--- config.mk ---
export PLATFORM = sky130hd
export DESIGN_NAME = vga_pixel_fetch
export DESIGN_NICKNAME = d
export VERILOG_FILES = /design/src/rtl/vga_pkg.sv /design/src/rtl/vga_scale_counter.sv /design/src/rtl/vga_pixel_fetch.sv
export SDC_FILE = /design/constraint.sdc
export NUM_CORES = 1
export LEC_CHECK = 0
export ABC_CLOCK_PERIOD_IN_PS = 2950
export CAP_MARGIN = 5
export CORE_MARGIN = 1
export CORE_UTILIZATION = 45
export CTS_CLUSTER_DIAMETER = 80
export DETAILED_ROUTE_END_ITERATION = 10
export GPL_TIMING_DRIVEN = 0
export PLACE_DENSITY = 0.8
export SLEW_MARGIN = 10
export SYNTH_ARGS = -nofsm -noshare
export SYNTH_HDL_FRONTEND = slang
export SYNTH_SLANG_ARGS = --single-unit
--- constraint.sdc ---
create_clock -name clk -period 2.95 [get_ports clk]
set_clock_uncertainty 0.2 [all_clocks]
set_input_delay 0.59 -clock clk [delete_from_list [all_inputs] [get_ports clk]]
set_output_delay 0.59 -clock clk [all_outputs]
set_load 0.05 [all_outputs]
--- src/rtl/vga_pkg.sv ---
// Shared constants, pixel types and colour expansion for the VGA pixel fetch slice.
package vga_pkg;

  localparam int H_ACTIVE_D = 480;
  localparam int V_ACTIVE_D = 320;
  localparam int PIPE_LAT   = 3;

  typedef struct packed {
    logic [2:0] r;
    logic [2:0] g;
    logic [1:0] b;
  } rgb332_t;

  typedef struct packed {
    logic [7:0] r;
    logic [7:0] g;
    logic [7:0] b;
  } rgb888_t;

  function automatic rgb888_t expand332(input rgb332_t p);
    rgb888_t o;
    o.r = {p.r, p.r, p.r[2:1]};
    o.g = {p.g, p.g, p.g[2:1]};
    o.b = {p.b, p.b, p.b, p.b};
    return o;
  endfunction

endpackage

--- src/rtl/vga_scale_counter.sv ---
// Sub-step plus coordinate counter: coord advances once every SUB_N steps.
// A load forces both fields to zero in the same cycle it is asserted.
module vga_scale_counter #(
  parameter int SUB_N   = 2,
  parameter int COORD_N = 160,
  parameter int SUB_W   = 1,
  parameter int COORD_W = 8
) (
  input  logic               clk,
  input  logic               rst,
  input  logic               load,
  input  logic               step,
  output logic [COORD_W-1:0] coord,
  output logic               wrap
);

  logic [SUB_W-1:0]   sub_q;
  logic [SUB_W-1:0]   sub;
  logic [COORD_W-1:0] coord_q;

  // Loaded values are visible immediately so the first window pixel addresses column 0.
  always_comb begin
    sub   = sub_q;
    coord = coord_q;
    if (load) begin
      sub   = '0;
      coord = '0;
    end else begin
      sub   = sub_q;
      coord = coord_q;
    end
    wrap = (sub == SUB_W'(SUB_N - 1));
  end

  always_ff @(posedge clk) begin
    if (rst) begin
      sub_q   <= '0;
      coord_q <= '0;
    end else if (step) begin
      if (wrap) begin
        sub_q   <= '0;
        coord_q <= (coord == COORD_W'(COORD_N - 1)) ? '0 : coord + COORD_W'(1);
      end else begin
        sub_q   <= sub + SUB_W'(1);
        coord_q <= coord;
      end
    end else if (load) begin
      sub_q   <= '0;
      coord_q <= '0;
    end else begin
      sub_q   <= sub_q;
      coord_q <= coord_q;
    end
  end

endmodule

--- src/rtl/vga_pixel_fetch.sv ---
// Framebuffer address generation and RGB/sync alignment for an upscaled image window.
// Optional colour-bar generator enabled by defining VGA_TEST_PATTERN_EN.
module vga_pixel_fetch
  import vga_pkg::*;
#(
  parameter int         H_ACTIVE = H_ACTIVE_D,
  parameter int         V_ACTIVE = V_ACTIVE_D,
  parameter int         IMG_W    = 160,
  parameter int         IMG_H    = 160,
  parameter int         SCALE    = 2,
  parameter int         X_OFF    = 80,
  parameter int         Y_OFF    = 0,
  parameter int         ADDR_W   = 15,
  parameter logic [7:0] BG_COLOR = 8'h00
) (
  input  logic              clk,
  input  logic              rst,
  input  logic [9:0]        h_count,
  input  logic [9:0]        v_count,
  input  logic              hsync_in,
  input  logic              vsync_in,
`ifdef VGA_TEST_PATTERN_EN
  input  logic              pattern_sel,
`endif
  output logic [ADDR_W-1:0] mem_addr,
  input  logic [7:0]        mem_rdata,
  output logic [7:0]        red,
  output logic [7:0]        green,
  output logic [7:0]        blue,
  output logic              hsync_out,
  output logic              vsync_out,
  output logic              blank_n,
  output logic [7:0]        frame_count
);

  localparam int SUB_W  = (SCALE > 1) ? $clog2(SCALE) : 1;
  localparam int XW     = (IMG_W > 1) ? $clog2(IMG_W) : 1;
  localparam int YW     = (IMG_H > 1) ? $clog2(IMG_H) : 1;
  localparam int X_SPAN = IMG_W * SCALE;
  localparam int Y_SPAN = IMG_H * SCALE;

  typedef struct packed {
    logic vis;
    logic win;
    logic hsync;
    logic vsync;
  } tag_t;

  logic [31:0]       h_ext;
  logic [31:0]       v_ext;
  logic              vis;
  logic              win;
  logic              y_line;
  logic              x_load;
  logic              y_step;
  logic              eof;
  logic [XW-1:0]     x_img;
  logic [YW-1:0]     y_img;
  logic              x_wrap_unused;
  logic              y_wrap;
  logic [ADDR_W-1:0] row_base;
  tag_t              stg [PIPE_LAT-1];
  rgb888_t           pix;

  // Offsets are subtracted unsigned so counts left of the window wrap to huge values.
  assign h_ext  = {22'd0, h_count};
  assign v_ext  = {22'd0, v_count};
  assign vis    = (h_ext < 32'(H_ACTIVE)) && (v_ext < 32'(V_ACTIVE));
  assign y_line = (v_ext - 32'(Y_OFF)) < 32'(Y_SPAN);
  assign win    = vis && y_line && ((h_ext - 32'(X_OFF)) < 32'(X_SPAN));
  assign x_load = (h_ext == 32'(X_OFF));
  assign y_step = y_line && (h_ext == 32'(X_OFF + X_SPAN));
  assign eof    = (h_ext == 32'd0) && (v_ext == 32'(V_ACTIVE));

  vga_scale_counter #(
    .SUB_N  (SCALE),
    .COORD_N(IMG_W),
    .SUB_W  (SUB_W),
    .COORD_W(XW)
  ) u_x_cnt (
    .clk  (clk),
    .rst  (rst),
    .load (x_load),
    .step (win),
    .coord(x_img),
    .wrap (x_wrap_unused)
  );

  vga_scale_counter #(
    .SUB_N  (SCALE),
    .COORD_N(IMG_H),
    .SUB_W  (SUB_W),
    .COORD_W(YW)
  ) u_y_cnt (
    .clk  (clk),
    .rst  (rst),
    .load (eof),
    .step (y_step),
    .coord(y_img),
    .wrap (y_wrap)
  );

  // Row base clears after the last image row so the address never leaves the image.
  always_ff @(posedge clk) begin
    if (rst) begin
      row_base <= '0;
    end else if (eof) begin
      row_base <= '0;
    end else if (y_step && y_wrap) begin
      row_base <= (y_img == YW'(IMG_H - 1)) ? '0 : row_base + ADDR_W'(IMG_W);
    end else begin
      row_base <= row_base;
    end
  end

  always_ff @(posedge clk) begin
    if (rst) begin
      mem_addr    <= '0;
      frame_count <= 8'd0;
    end else begin
      mem_addr    <= win ? (row_base + ADDR_W'(x_img)) : mem_addr;
      frame_count <= eof ? (frame_count + 8'd1) : frame_count;
    end
  end

  // Flag/sync delay line; syncs idle high so reset never emits a sync pulse.
  always_ff @(posedge clk) begin
    if (rst) begin
      for (int i = 0; i < PIPE_LAT - 1; i++) begin
        stg[i] <= '{vis: 1'b0, win: 1'b0, hsync: 1'b1, vsync: 1'b1};
      end
    end else begin
      stg[0] <= '{vis: vis, win: win, hsync: hsync_in, vsync: vsync_in};
      for (int i = 1; i < PIPE_LAT - 1; i++) begin
        stg[i] <= stg[i-1];
      end
    end
  end

`ifdef VGA_TEST_PATTERN_EN
  logic [7:0] x_img8;
  logic [2:0] bar_d [PIPE_LAT-1];
  logic       pat_d [PIPE_LAT-1];

  assign x_img8 = 8'(x_img);

  always_ff @(posedge clk) begin
    if (rst) begin
      for (int i = 0; i < PIPE_LAT - 1; i++) begin
        bar_d[i] <= 3'd0;
        pat_d[i] <= 1'b0;
      end
    end else begin
      bar_d[0] <= x_img8[7:5];
      pat_d[0] <= pattern_sel;
      for (int i = 1; i < PIPE_LAT - 1; i++) begin
        bar_d[i] <= bar_d[i-1];
        pat_d[i] <= pat_d[i-1];
      end
    end
  end
`endif

  always_comb begin
    pix = '0;
    if (!stg[PIPE_LAT-2].vis) begin
      pix = '0;
    end else if (!stg[PIPE_LAT-2].win) begin
      pix = expand332(rgb332_t'(BG_COLOR));
    end else begin
`ifdef VGA_TEST_PATTERN_EN
      if (pat_d[PIPE_LAT-2]) begin
        pix = expand332(rgb332_t'({bar_d[PIPE_LAT-2], bar_d[PIPE_LAT-2], bar_d[PIPE_LAT-2][1:0]}));
      end else begin
        pix = expand332(rgb332_t'(mem_rdata));
      end
`else
      pix = expand332(rgb332_t'(mem_rdata));
`endif
    end
  end

  always_ff @(posedge clk) begin
    if (rst) begin
      red       <= 8'd0;
      green     <= 8'd0;
      blue      <= 8'd0;
      blank_n   <= 1'b0;
      hsync_out <= 1'b1;
      vsync_out <= 1'b1;
    end else begin
      red       <= pix.r;
      green     <= pix.g;
      blue      <= pix.b;
      blank_n   <= stg[PIPE_LAT-2].vis;
      hsync_out <= stg[PIPE_LAT-2].hsync;
      vsync_out <= stg[PIPE_LAT-2].vsync;
    end
  end

endmodule
* Word-level counts from Yosys, hierarchy flattened
Memories as Yosys holds them, arrays and structs flattened.
Index checks and enable logic that the tools add are counted.
** Operators by class
- Reduce and logical (&&, ||, !) cells :: 9
- Magnitude comparators :: 3
- Bitwise gates (word level) :: 4
- Add/subtract/negate cells :: 8
- Muxes and demuxes :: 20
- Eq/ne operators :: 5
** Operators by type and width (count)
- two-way mux 8 bit :: 8
- logical NOT 32 bit :: 1
- < comparator 32 x 9 -> 1 bit, second input constant :: 1
- adder 8 x 1 -> 8 bit, second input constant :: 3
- equality test 10 x 9 -> 1 bit, second input constant :: 2
- < comparator 10 x 9 -> 1 bit, second input constant :: 2
- equality test 8 bit, second input constant :: 2
- adder 15 x 8 -> 15 bit :: 1
- adder 15 x 8 -> 15 bit, second input constant :: 1
- two-way mux 15 bit :: 1
- subtractor 10 x 7 -> 11 bit, second input constant :: 1
- equality test 10 x 7 -> 1 bit, second input constant :: 1
- two-way mux 1 bit :: 9
- two-way mux 4 bit :: 2
- logical AND 1 bit :: 6
- OR reduction 3 bit :: 1
- adder 1 bit, second input constant :: 2
- NOT 1 bit :: 2
- bitwise OR 1 bit :: 2
- OR reduction 2 bit :: 1
** Word-level totals
- Bits in registers :: 83
- Bits in writable memories :: 8
- Word-level logic and storage cells :: 63
- Memories kept :: 1
- Bits of input ports :: 32
** Memory list
- stg :: depth 2, bits a word 4, rd ports 2, clocked after memory_dff 0, write ports 2, RTL line vga_pixel_fetch.sv:62 : tag_t stg [PIPE_LAT-1];

* Longest topological paths before layout
Gate-level depths: netlist (run 1).
- Depth after elaboration :: 7
- Depth in mapped cells :: 11
- Gate-level depth less buffers :: 10

* Hierarchy
From an unflattened synthesis (run 1), not the netlist that was laid out.
** Unflattened totals
- Cells, all modules :: 377
- Area, all modules :: 3484.6 um^2
** Modules (own cells, without submodules)
- vga_pixel_fetch :: cells an instance 261, area each 2431.1 um^2, times used 1, sequential area each 1041.0 um^2
- vga_scale_counter :: cells an instance 58, area each 526.8 um^2, times used 2, sequential area each 180.2 um^2

* Worst setup path after synthesis (run 1)
Ideal clock, no wire load.
- Path kind :: in2reg
- Start :: in h_count[3]
- End :: reg mem_addr[11]
- Arrival :: 2634 ps
- Stages on the path :: 10
- Setup slack :: 31 ps
- Path through :: nor4b_2 > nand3_1 > clkbuf_1 > and2_1 > ha_1 > nand2_1 > a311oi_1 > o211ai_1 > xor2_1 > a211oi_1
** Between the ends
- Cells in the longest elaborated chain, start to end :: 4
** RTL lines
- from (decl) :: RTL line vga_pixel_fetch.sv:18 : input logic [9:0] h_count,
- branches (longest 4 deep; another with < comparator 32 x 9 -> 1 bit)
- to (signal assigned) :: RTL line vga_pixel_fetch.sv:121 : mem_addr <= win ? (row_base + ADDR_W'(x_img)) : mem_addr;
- to (decl) :: RTL line vga_pixel_fetch.sv:25 : output logic [ADDR_W-1:0] mem_addr,
Several ways; the timed one is not identified.
A chain may end at the register's enable or synchronous reset.

* Worst setup path in the final report (run 1)
- Start :: in v_count[0]
- End :: reg u_y_cnt.coord_q[5]
** Between the ends
- Cells in the longest elaborated chain, start to end :: 7
** RTL lines
- from (decl) :: RTL line vga_pixel_fetch.sv:19 : input logic [9:0] v_count,
- equality test 10 x 9 -> 1 bit :: RTL line vga_pixel_fetch.sv:73 : assign eof = (h_ext == 32'd0) && (v_ext == 32'(V_ACTIVE));
- logical AND 1 bit :: RTL line vga_pixel_fetch.sv:73
- two-way mux 8 bit
- adder 8 x 1 -> 8 bit / equality test 8 bit (equally long branches) :: RTL line vga_scale_counter.sv:42 : coord_q <= (coord == COORD_W'(COORD_N - 1)) ? '0 : coord + COORD_W'(1);
- two-way mux 8 bit :: RTL line vga_scale_counter.sv:42
- two-way mux 8 bit :: RTL line vga_scale_counter.sv:40 : if (wrap) begin
- two-way mux 8 bit (*) :: RTL line vga_scale_counter.sv:39 : end else if (step) begin
- to (signal assigned) :: RTL line vga_scale_counter.sv:42
- to (signal assigned) :: RTL line vga_scale_counter.sv:45 : coord_q <= coord;
- to (signal assigned) :: RTL line vga_scale_counter.sv:52 : coord_q <= coord_q;
- to (decl) :: RTL line vga_scale_counter.sv:19 : logic [COORD_W-1:0] coord_q;
Every way passes the cells marked *; elsewhere a longest branch is shown, timed or not.

==> metrics.md, run 1 <==
| Metric | Value |
|---|---|
| Comb pwr share | 8.1% |
| Synthesized flop and latch total | 70 |
| Switching Share | 23.9% |
| Final setup viols | 0 |
| Cell count after placement | 567 |
| Int Pwr | around 0.0015 W |
| DR WL/cell | 14.6 µm |
| Vias | 3235 |
| Post-DRT Antenna Nets | 0 |
| Worst Tran Pin Value | 0.651 ns |
| All-Layer GR Usage | about 23% |
| Mapped cell area | 3380 µm² |
| Global-route wire length before repair | 13600 µm |
| Critical path cell sequence | clkdlybuf4s50_1, nor4_1, nand4_1, nor2_4, nor2b_1, ha_1, nand3_1, nor4_2, or4_1, a21oi_1 |
| CP Launch Type | input port |
| RSZ-0062 raised after global routing | true |
| Std cell rows | 31 |
| Worst endpoint data arrival time | 2.93 ns |
| HP Class | flip-flop to flip-flop |
| Crit. End Element | flip-flop |
| Drt pass-1 iters | 5 |
| Area share of the largest cell type after synthesis | 41.5% |
| HPWL after DPL | 6030 µm |
| Clock buffer count from CTS | 9 |
| HP Start | stg[0][4] |
| Pin count of the biggest net entering global routing | 14 |
| Mean post-synth cell area | 8.73 µm² |
| Number of I/O port buffers | 81 |
| Worst r2r src | u_x_cnt.coord_q[7] |
| CP startpoint | v_count[0] |
| Reg clk slew, reported paths | 0.08 ns |
| Final Hold Violating Endpoints | 0 |
| Power per cell area | 419 nW/µm² |
| Worst-Skew Late Latency | between 0.3 and 0.4 ns |
| CP max stage cell | or4_1 |
| Req. time, crit path | 3.03 ns |
| Ys Warns | 0 |
| Outcome | completed |
| Post-layout total power | 0.00201 W |
| Sw power | 0.000480 W |
| Post-Synthesis Cells | 387 |
| Seq pwr share | 48.1% |
| Area of the core | 7250 µm² |
| Leading area contributor after synthesis | dfxtp_1 |
| Initial antenna violation count | 0 |
| Initial DRC Count | 137 |
| Ant. Diodes | 0 |
| Initial core utilization | 46.6% |
| Area delta synth->final | 42.2% |
| Tcrit/Tclk final | 96.7% |
| Final std cells w/o fill | 600 |
| Hold Worst Slack | 0.215 ns |
| Crit-path max FO | 7 |
| Die ar. | 7860 µm² |
| Max-cap check violation count | 0 |
| FILL cells | 571 |
| Max Slew Vio Count | 0 |
| Crit Path Class | input port to flip-flop |
| Sequential-to-total area share from yosys stat | 41.5% |
| Share of cells above drive strength 1 | between 10% and 20% |
| Routed WL | 8770 µm |
| Layout Utilization | 66.2% |
| Net count, final | 536 |
| Top-Level Pins | 82 |
| Num Clock Sinks | 70 |
| DIE HEIGHT | 88.6 µm |
| Via density | 5.39 |
| Vias in the first global route | 2947 |
| Grt ovf | 0 |
| Syn Nets | 427 |
| TritonCTS clock tree | built |
| Area contributors post-synth | dfxtp_1 (41%), nor2_1 (4.3%), xor2_1 (3.6%) |
| Leak Pwr | ~1.8 nW |
| Clk root buf | clkbuf_8 |
| Slew margin rel. | 56.6% |
| Die Width | 88.6 µm |
| Clock Power Share | 43.8% |
| Bufs on Longest Clock Path | 2 |
| Yosys cell types | 54 |
| Tmin final | 2.85 ns |
| Htree depth | 3 |
| DRC violation count after routing | 0 |
| Max incr delay on CP | approximately 0.52 ns |
| Setup TNS | 0 ns |
| Gpl congestion | 0.871 |
| Fmax | roughly 0.35 GHz |
| Worst VDD drop | about 0.3 mV |
-- sequential cells by signal, summed over array words and instances (netlist names) --
name and count:
stg 8, vsync_out 1, hsync_out 1, row_base 10, blue 2, frame_count 8
u_x_cnt.coord_q 8, red 3, mem_addr 15, u_y_cnt.coord_q 8, green 3, u_y_cnt.sub_q 1
blank_n 1, u_x_cnt.sub_q 1
-- worst max-delay path, delay by kind of cell --
family | cells | cell delay (ns)
fa+ha+maj | 1 | 0.24
simple gates | 7 | 1.56
compound gates | 1 | 0.15
buf+inv | 1 | 0.40
-- power groups by stage --
| stage | clock network, W | registers, W | logic [W] |
|---|---|---|---|
| 4_1_cts | 0.000897 | 0.000967 | 0.000160 |
| 5_1_grt | 0.000942 | 0.000968 | 0.000174 |
| 3_5_place_dp | 0 | 0.000989 | 0.000155 |
| 6_report | 0.000882 | 0.000967 | 0.000163 |
| 2_1_floorplan | 0 | 0.00101 | 0.0000513 |
| 3_3_place_gp | 0 | 0.000988 | 0.000152 |
-- cells in the final DEF, fill, tap and decap left out, drive strengths merged, types with 3 or more instances in the layout --
master          n
xnor2           9
dlymetal6s2s    4
nor2b          11
and3           17
a21oi          22
nor2           40
or2             6
and2           11
nor3            4
ha              8
xor2           14
o2111ai         3
dlygate4sd2     4
and4            3
a21o            3
o21ai          16
nand3          15
a211oi          7
nor4            7
clkdlybuf4s50  70
a311oi          4
or4             3
clkbuf         19
nand4          13
dfxtp          70
inv             7
nand2          32
buf            38
mux2            4
or3             6
-- logic make-up (layout without fill, tap and decap cells) --
family	count (synthesis)	count (layout)	synth area share, %
and+or+nand+nor	180	180	29.8
DFF	70	70	41.5
AOI/OAI and AO/OA	65	65	12.3
buffers and inverters	35	149	5.78
xor gates and xnor gates	23	23	5.96
adders and majority gates	9	9	3.26
muxes	4	4	1.33
other	1	1	0.111
-- timing repair --
item / CTS / global route
setup endpoints to repair: 26 / 18
gates resized for setup: 19 / 19
setup buffers: 15 / 3
pin swaps: 8 / 13
hold buffers: 0 / 0
-- cell type report --
class | instances | area (µm²) | share of cell area, %
clock buffer | 10 | 138 | 2.87
clock inverter | 6 | 92.6 | 1.93
multi-input combinational | 282 | 1900 | 39.5
timing repair buffer | 99 | 950 | 19.8
inverter | 6 | 22.5 | 0.469
buffer | 28 | 180 | 3.75
tap | 99 | 124 | 2.58
sequential | 70 | 1400 | 29.2
-- synthesized netlist by cell type (all sizes together) --
cell     instances
a211oi           7
a21bo            1
a21o             3
a21oi           22
a22o             1
a2bb2oi          1
a311o            1
a311oi           4
a31oi            1
a41oi            1
and2            11
and3            17
and3b            1
and4             3
buf             19
clkbuf          10
conb             1
dfxtp           70
ha               8
inv              6
maj3             1
mux2             4
nand2           32
nand2b           2
nand3           15
nand3b           2
nand4           13
nand4b           2
nor2            40
nor2b           11
nor3             4
nor3b            2
nor4             7
nor4b            2
o2111ai          3
o211ai           2
o21a             2
o21ai           16
or2              6
or3              6
or3b             1
or4              3
xnor2            9
xor2            14
-- per-stage QoR --
stage,setup WS (ns),instance area [µm²]
after floorplan,0.0307,3380
after global placement,-0.824,4310
after detailed placement,-0.906,4310
after CTS,0.0131,4710
after global routing,-0.0200,4800
final,0.0967,4800
-- per-layer routing --
metal / share of wire (%) / track usage (%)
met1: 42 / 26.2
met2: 50 / 39.4
met3: 5.4 / 6.06
met4: 2.6 / 11.4
met5: 0 / 0
-- path summary, 6_finish.rpt --
kind	to	slack [ns]	cells after the start
setup / recovery	u_y_cnt.coord_q[5]	0.1	10
hold / removal	vsync_out	0.21	1
setup reg to reg	mem_addr[12]	0.79	8
hold reg to reg	vsync_out	0.21	1
(Power assumes the default switching activity.)
==> run 2: changes to the inputs <==
- ABC_CLOCK_PERIOD_IN_PS: 2950 -> 2800
- CORE_UTILIZATION: 45 -> 50
- PLACE_DENSITY: 0.8 -> 0.83
- SYNTH_HIERARCHICAL: unset -> 1
- clock period: 2.95 -> 2.8 ns (I/O delays scaled with it)
==> run 2 against run 1 <==
Non-clock buffer count rose by 8; sequential share of layout area fell by 1.4 points; first-iteration DRC count up 21%; critical endpoint is now u_x_cnt/coord_q[7].
==> metrics.md, run 2 <==
| Metric | Value |
|---|---|
| Syn Nets | 417 (-2.3%) |
| Layout Utilization | 74.7% (+8.5 points) |
| Ant. Diodes | 0 (unchanged) |
| Number of I/O port buffers | 81 (unchanged) |
| Slew margin rel. | 58.0% (+1.4 points) |
| Hold Worst Slack | 0.211 ns (-0.00376 ns) |
| Max reg flops | 15 (unchanged) |
| Wl on met1 | 3810 µm (+3.5%) |
| Req. time, crit path | 2.88 ns (-0.15 ns) |
| All-Layer GR Usage | 24.4% (+1.5 points) |
| Setup ws final | 0.0319 ns (-0.0648 ns) |
| Reg clk slew, reported paths | 0.07 ns (about the same) |
| Global-route wire length before repair | 14200 µm (+4.0%) |
| Clk root buf | clkbuf_8 |
| Initial antenna violation count | 0 (unchanged) |
| Crit-path max FO | 15 (+8) |
| Share of cells above drive strength 1 | 24.5% (+7.3 points) |
| CP Launch Type | input port |
| Initial core utilization | 51.6% (+5.0 points) |
| Max Slew Vio Count | 0 (unchanged) |
| Routed WL | 9360 µm (+6.7%) |
| Synthesized flop and latch total | 70 (unchanged) |
| Leak Pwr | 2.00 nW (+9.8%) |
| Most frequent cells in the layout | dfxtp_1 (70), clkdlybuf4s50_1 (69), nor2_1 (45) |
| Vias in the first global route | 3069 (+4.1%) |
| DRC violation count after routing | 0 (unchanged) |
| Area delta synth->final | 44.8% |
| Post-DRT Antenna Nets | 0 (unchanged) |
| Tmin final | 2.77 ns |
| Top post-synthesis cells by count | dfxtp_1 (70), nor2_1 (47), xnor2_1 (29) |
| Crit Path Class | input port to flip-flop |
| Leading area contributor after synthesis | dfxtp_1 |
| Area share of the largest cell type after synthesis | 40.2% (-1.3 points) |
| Area contributors post-synth | dfxtp_1 (40%), xnor2_1 (7.3%), nor2_1 (5.1%) |
| TritonCTS clock tree | built |
| Power per cell area | 423 nW/µm² (+1.0%) |
| Post-synth EDFFs | 0 (unchanged) |
| Post-Synthesis Cells | 377 (-2.6%) |
| Worst Tran Pin Value | 0.625 ns (-0.0263 ns) |
| FFs w/ async S/R, synth | 0% (unchanged) |
| Drt pass-1 iters | 4 (-1) |
| Dpl ws | -0.715 ns (+0.190 ns) |
| Num Clock Sinks | 70 (unchanged) |
| Setup TNS | 0 ns (unchanged) |
| DR WL/cell | 16.2 µm (+11%) |
| Met3 wire length | 456 µm (-4.4%) |
| Top-Level Pins | 82 (unchanged) |
| Std cell rows | 30 (-3.2%) |
| Sequential-to-total area share from yosys stat | 40.2% (-1.3 points) |
| Die Width | 85.5 µm (-3.6%) |
| Final setup viols | 0 (unchanged) |
| Outcome | completed |
| Final Hold Violating Endpoints | 0 (unchanged) |
| Bufs on Longest Clock Path | 2 (unchanged) |
| Most numerous cell in the Yosys netlist | dfxtp_1 |
| Top layer used by detailed routing | met4 |
| Clock buffer count from CTS | 9 (unchanged) |
| Crit. End Element | flip-flop |
| Top FF cell, synth | dfxtp_1 |
| Max incr delay on CP | 0.55 ns (+0.03 ns) |
| Via density | 5.56 (+3.0%) |
| Vias | 3211 (-0.74%) |
| Pin count of the biggest net entering global routing | 16 (+2) |
| DIE HEIGHT | 85.5 µm (-3.6%) |
| Worst-Skew Late Latency | 0.35 ns (about the same) |
| Tcrit/Tclk final | 98.9% |
| Area of the core | 6760 µm² (-6.8%) |
| Die ar. | 7310 µm² (-7.0%) |
| Biggest register | mem_addr |
| Yosys cell types | 53 (-1.9%) |
| Htree depth | 3 (unchanged) |
| Grt ovf | 0 (unchanged) |
| Worst VDD drop | 0.245 mV (-19%) |
| Fmax | 0.361 GHz |
| Biggest regs | mem_addr: 15 flops, row_base: 10 flops |
| Max-cap check violation count | 0 (unchanged) |
| Mean post-synth cell area | 9.24 µm² (+5.9%) |
| Ys Warns | 6 (+6) |
| Mapped cell area | 3480 µm² (+3.1%) |
| Initial DRC Count | 166 (+21%) |
| HPWL after DPL | 5910 µm (-2.0%) |
| CP max stage cell | or4_1 |
| Met2 wire length | 4750 µm (+8.5%) |
| HP Class | flip-flop to flip-flop |
| Net count, final | 533 (-0.56%) |
| Critical path cell sequence | clkdlybuf4s50_1, o21ai_1, nand2_1, nor3_4, buf_6, nand4_2, or4_1, a21oi_1 |
| Commonest non-fill, non-tap cell in the layout | dfxtp_1 |
| Worst endpoint data arrival time | 2.85 ns (-0.08 ns) |
| Gpl congestion | 0.849 (-2.6%) |
[run 2: cell families (layout without fill, tap and decap cells)]
| logic type | Yosys count | in the layout | synth area share (%) |
|---|---|---|---|
| muxes | 8 | 8 | 2.44 |
| buffers and inverters | 40 | 161 | 6.89 |
| DFF | 70 | 70 | 40.2 |
| xor gates and xnor gates | 32 | 32 | 8.04 |
| adders and majority gates | 8 | 8 | 2.87 |
| other | 1 | 1 | 0.108 |
| AOI/OAI and AO/OA | 48 | 48 | 9.98 |
| and+or+nand+nor | 170 | 170 | 29.4 |
[run 2: report_power, final]
group / internal [W] / switching, W
Clock: 0.000550 / 0.000397
Sequential: 0.00101 / 0.00000644
Combinational: 0.0000790 / 0.0000958
Total: 0.00164 / 0.000499
[run 2: critical path: cells and delay by family]
kind,cells,cell delay (ns)
buffers and inverters,2,0.70
AND/OR/NAND/NOR,4,1.13
AO/OA/AOI/OAI,2,0.45
[run 2: routing by layer]
| metal | up-vias | GRT usage, % |
|---|---|---|
| met3 | 31 | 3.89 |
| met5 | - | 0 |
| li1 | 1541 | - |
| met2 | 124 | 43.1 |
| met4 | 0 | 9.70 |
| met1 | 1515 | 29.6 |
[run 2: final timing paths]
path	from	slack, ns	end	cells after the start
setup / recovery	v_count[7]	0.03	u_x_cnt/coord_q[7]	8
hold / removal	stg[0][4]	0.21	vsync_out	1
setup reg to reg	u_x_cnt/coord_q[6]	0.65	mem_addr[8]	7
hold reg to reg	stg[0][4]	0.21	vsync_out	1
[run 2: timing repair]
action                     in CTS  in global routing
gates cloned                    0                  0
setup buffers                  11                 13
setup endpoints to repair      25                 27
pin swaps                       9                 15
hold buffers                    0                  0
gates resized for setup        22                 36
[run 2: layout make-up]
type | count | area [µm²]
Buffer | 30 | 209
Clock buffer | 11 | 151
Clock inverter | 5 | 81.3
Fill cell | 453 | 1710
Inverter | 10 | 37.5
Multi-Input combinational cell | 267 | 2050
Sequential cell | 70 | 1400
Tap cell | 80 | 100
Timing Repair Buffer | 105 | 1020
[run 2: stage by stage]
step           cells  power (W)  cell area (µm²)
4_1_cts          565    0.00212             4790
2_1_floorplan    377    0.00111             3500
3_5_place_dp     538    0.00119             4410
6_report         578    0.00214             5050
5_1_grt          578    0.00220             5050
3_3_place_gp     538    0.00119             4410
==> run 3: changes to the inputs <==
- GPL_ROUTABILITY_DRIVEN: unset -> 0
==> results of run 3 <==
Same layout as run 2: the final DEF is identical, and so are final timing and power.
